## config.mk

```make
export PLATFORM = sky130hd
export DESIGN_NAME = row_element_issuer
export DESIGN_NICKNAME = d
export VERILOG_FILES = /design/src/rtl/ams_pkg.sv /design/src/rtl/row_element_issuer.sv
export SDC_FILE = /design/constraint.sdc
export NUM_CORES = 1
export LEC_CHECK = 0
export BUFFER_PORTS_ARGS = -buffer_cell sky130_fd_sc_hd__buf_2
export CAP_MARGIN = 20
export CORE_UTILIZATION = 30
export CTS_CLUSTER_DIAMETER = 150
export DETAILED_ROUTE_END_ITERATION = 7
export PLACE_DENSITY = 0.53
export RECOVER_POWER = 100
export SKIP_LAST_GASP = 1
export SLEW_MARGIN = 20
export SYNTH_ARGS = -nofsm -noshare
export SYNTH_HDL_FRONTEND = slang
export SYNTH_SLANG_ARGS = --single-unit
```

## constraint.sdc

```tcl
create_clock -name clock -period 2 [get_ports clock]
set_clock_uncertainty 0.2 [all_clocks]
set_input_delay 0.1 -clock clock [delete_from_list [all_inputs] [get_ports clock]]
set_output_delay 0.1 -clock clock [all_outputs]
set_load 0.01 [all_outputs]
```

## src/rtl/ams_pkg.sv

```systemverilog
// Shared definitions for the accumulator element bus: word encodings and issuer state.
package ams_pkg;

   localparam int unsigned ELEM_W = 24;
   localparam int unsigned LAST_BIT = 24;
   localparam logic [ELEM_W:0] IDLE_WORD = 25'h0;
   localparam logic [ELEM_W:0] EMPTY_ROW_WORD = 25'h1000000;

   typedef enum logic [1:0] {
      IDLE,
      ISSUE,
      DRAIN
   } issuer_state_t;

endpackage

```

## src/rtl/row_element_issuer.sv

```systemverilog
// Producer for the accumulator element bus: tags first/last word of each row and
// pads every row with idle words so the adder pipeline drains between rows.
module row_element_issuer
   import ams_pkg::*;
#(
   parameter int unsigned ELEM_W = 24,
   parameter int unsigned NZE_W = 4,
   parameter int unsigned DRAIN_CYCLES = 4
) (
   input  logic              clock,
   input  logic              reset,
   input  logic              row_valid,
   input  logic [NZE_W-1:0]  row_nze,
   output logic              row_ready,
   input  logic              elem_valid_in,
   input  logic [ELEM_W-1:0] elem_data_in,
   output logic              elem_ready_in,
   output logic [ELEM_W:0]   element,
   output logic              set_bit,
   output logic              busy
);

   localparam int unsigned DRAIN_W = 4;
   localparam logic [DRAIN_W-1:0] DRAIN_LOAD = DRAIN_W'(DRAIN_CYCLES);
   localparam logic [ELEM_W:0] IDLE_W = (ELEM_W+1)'(0);
   localparam logic [ELEM_W:0] EMPTY_W = {1'b1, {ELEM_W{1'b0}}};

   issuer_state_t      state;
   logic [NZE_W-1:0]   remaining;
   logic               first_pending;
   logic [DRAIN_W-1:0] drain_cnt;

   // Handshake readies are pure decodes of the state register.
   assign row_ready     = (state == IDLE);
   assign elem_ready_in = (state == ISSUE);

   always_ff @(posedge clock or posedge reset) begin
      if (reset) begin
         state         <= IDLE;
         remaining     <= '0;
         first_pending <= 1'b0;
         drain_cnt     <= '0;
         element       <= IDLE_W;
         set_bit       <= 1'b0;
         busy          <= 1'b0;
      end else begin
         element <= IDLE_W;
         set_bit <= 1'b0;
         case (state)
            IDLE: begin
               if (row_valid) begin
                  remaining     <= row_nze;
                  first_pending <= 1'b1;
                  busy          <= 1'b1;
                  if (row_nze != '0) begin
                     state <= ISSUE;
                  end else begin
                     // Empty row still needs one tagged word so the consumer closes it.
                     element   <= EMPTY_W;
                     set_bit   <= 1'b1;
                     drain_cnt <= DRAIN_LOAD;
                     state     <= DRAIN;
                  end
               end
            end
            ISSUE: begin
               if (elem_valid_in) begin
                  remaining <= remaining - NZE_W'(1);
                  if (remaining == NZE_W'(1)) begin
                     element   <= {1'b1, elem_data_in};
                     set_bit   <= first_pending;
                     drain_cnt <= DRAIN_LOAD;
                     state     <= DRAIN;
                  end else if (elem_data_in != '0) begin
                     element       <= {1'b0, elem_data_in};
                     set_bit       <= first_pending;
                     first_pending <= 1'b0;
                  end
                  // Zero non-last values are dropped; set_bit moves to the next real word.
               end
            end
            DRAIN: begin
               drain_cnt <= drain_cnt - DRAIN_W'(1);
               if (drain_cnt == DRAIN_W'(1)) begin
                  state <= IDLE;
                  busy  <= 1'b0;
               end
            end
            default: begin
               state <= IDLE;
               busy  <= 1'b0;
            end
         endcase
      end
   end

endmodule

```

==> reports/metrics.csv <==
metric,value,unit
grt_max_degree,39,
gp_congestion,0.823,
synth_fa_ha_area_share,3.08,%
whs_path_depth,1,
ctsRootBufferMaster,clkbuf_8,
worstSetupPathType,input port to register,
power_leakage,0.00109,uW
synthTopCellsByArea,"dfrtp_1 59%, and2_1 9.2%, ha_1 3.1%",
initial_core_util,31.4,%
diodes,0,
setup_ws,0.101,ns
area_delta_synth_final,47.3,%
cp.required,2.01,ns
final_cell_mix,"38 x dfrtp_1, 31 x dlygate4sd3_1, 31 x clkbuf_1, 27 x buf_2, 16 x and2_1",
hp-class,register to register,
drt-pass1-iter-count,4,
clockBufferDepth,2,
topRoutingLayerUsed,met4,
syn_area,1620,um^2
cap_violations,0,
grt_pass1_vias,1258,
clk_latency,0.29,ns
max_freq,526,MHz
hpwlAfterDp,2490,um
synth_area_leader_cell,dfrtp_1,
worstMarginPinSlew,0.947,ns
crit_path_max_fanout,6,
vias_per_cell,4.33,
vias,1333,
cp.arrival,1.91,ns
final_nets,274,
setup_violations,0,
antenna_found_initial,0,
die-area,5710,um^2
final_common_cell,dfrtp_1,
drt.antenna.violating_nets,0,
pwr_density_cell,1040,nW/um^2
grt_use_total,13.8,%
period_share,95.0,%
synth_compound_area_share,10.3,%
met3_length,216,um
synth_top_family_by_area,simple AND/OR/NAND/NOR gates,
grt_pass1_wl,5790,um
drive_gt1_share,18.1,%
io_buffers,60,
yosysSeqAreaShare,58.6,%
fp.dieH,75.6,um
fillCellCount,499,
r2r_cells,6,
startpoint_type,input port,
synth_cell_type_count,36,
multi_input_area,613,um^2
ir_drop,547,uV
htree_levels,2,
max_slew_margin,36.9,%
drt_iter0_drc,35,
wire_per_inst,12.1,um
endpoint_kind,register,
synthMuxAreaShare,1.23,%
whs,0.312,ns
die_w,75.6,um
ys_ff_latch,38,
status,"finished, final reports clean",
route.detailed.drc,0,
rows,26,
synth_simple_gate_area_share,23.2,%
coreArea,5170,um^2
grt_overflow_total,0,
cts.sinks,38,
syn_nets,179,
syn_inst,143,
dpl_worst_slack,0.202,ns
tritoncts,yes,
cts_buffers,5,
path_clk_slew,0.07,ns
slew_viol_final,0,
totalWireLength,3730,um
yosysWarnings,0,
fin_tns_setup,0,ns
final_hold_viol_count,0,
wl_met2,1670,um
synth_xor_area_share,0,%
wl_met1,1780,um
regArea,951,um^2
boundaryPins,61,
synth_top_cell_area_share,58.6,%
rsz0062_at_grt,false,
period_minus_slack,1.90,ns
avgSynthCellArea,11.4,um^2
## path summary, 6_finish.rpt
path                                     from            end  slack [ns]
worst min register to register  first_pending  first_pending        0.31
max in group asynchronous               reset    element[23]        0.57
worst min-delay path            first_pending  first_pending        0.31
min in group asynchronous               reset   drain_cnt[2]        0.44
worst max-delay path               row_nze[2]   drain_cnt[3]        0.10
worst max register to register   remaining[1]   drain_cnt[3]        0.17
## stage by stage
stage          utilization, %  total power, uW  instance area, um^2  instances
6_report                 46.3             2500                 2390        308
5_1_grt                  46.3             2690                 2390        308
4_1_cts                  47.3             2570                 2450        310
3_5_place_dp             39.1             1850                 2020        272
3_3_place_gp             39.1             1850                 2020        272
2_1_floorplan               -             1590                 1620        143
## cells by family (layout without fill, tap and decap cells)
family,after synthesis,in the layout
AOI/OAI and AO/OA,24,24
adders and majority gates,4,4
buffers and inverters,15,110
DFF,38,38
muxes,2,2
and+or+nand+nor,60,60
## worst max-delay path, stage by stage
cell and delay, ns:
dlygate4sd3_1 0.55, or4_4 0.57, o21a_4 0.24, nor4_4 0.22
mux2i_1 0.22
## state kept, by name, indices dropped and copies added (netlist names)
signal         flops
busy               1
element           25
first_pending      1
drain_cnt          4
state              2
remaining          4
set_bit            1
## per-layer routing
metal / vias up / GRT usage (%)
met2: 47 / 23.0
met1: 604 / 17.3
met5: - / 0
met4: 0 / 5.56
met3: 7 / 3.17
li1: 675 / -
## synth_stat cells
cell type	n
a21boi_0	1
a21oi_1	4
a22o_1	2
a2bb2oi_1	1
a311oi_1	1
and2_1	24
and3_1	1
and3b_1	1
buf_2	2
clkbuf_1	4
dfrtp_1	38
ha_1	4
inv_1	9
mux2i_1	2
nand2_1	6
nand2b_1	3
nand2b_4	1
nand3_1	3
nand3b_1	1
nand4_1	1
nor2_1	5
nor2b_1	2
nor3_1	2
nor3b_1	1
nor4_1	6
nor4_4	1
o211ai_1	1
o21a_1	1
o21a_4	1
o21ai_0	8
o22ai_1	1
o2bb2a_1	1
o311ai_0	1
o32a_1	1
or3b_1	1
or4_4	1
## timing repair
action	CTS	global route
setup endpoints to repair	0	2
buffers inserted	0	1
resized for setup	0	2
hold buffers	31	0
hold endpoints to repair	69	0
## power breakdown
part / switching [uW] / total (uW) / internal [uW] / leakage, uW
Combinational: 409 / 758 / 349 / 0.000545
Sequential: 132 / 1080 / 945 / 0.000486
Clock: 261 / 660 / 399 / 0.0000573
## area by class of cell
cell class                      count  share of cell area (%)
Multi-Input combinational cell     90                    25.6
Timing Repair Buffer               94                    24.8
Sequential cell                    38                    39.7
Tap cell                           70                    3.66
Inverter                            9                    1.41
Clock buffer                        6                    3.45
Clock inverter                      1                    1.26
(Power assumes the default switching activity.)
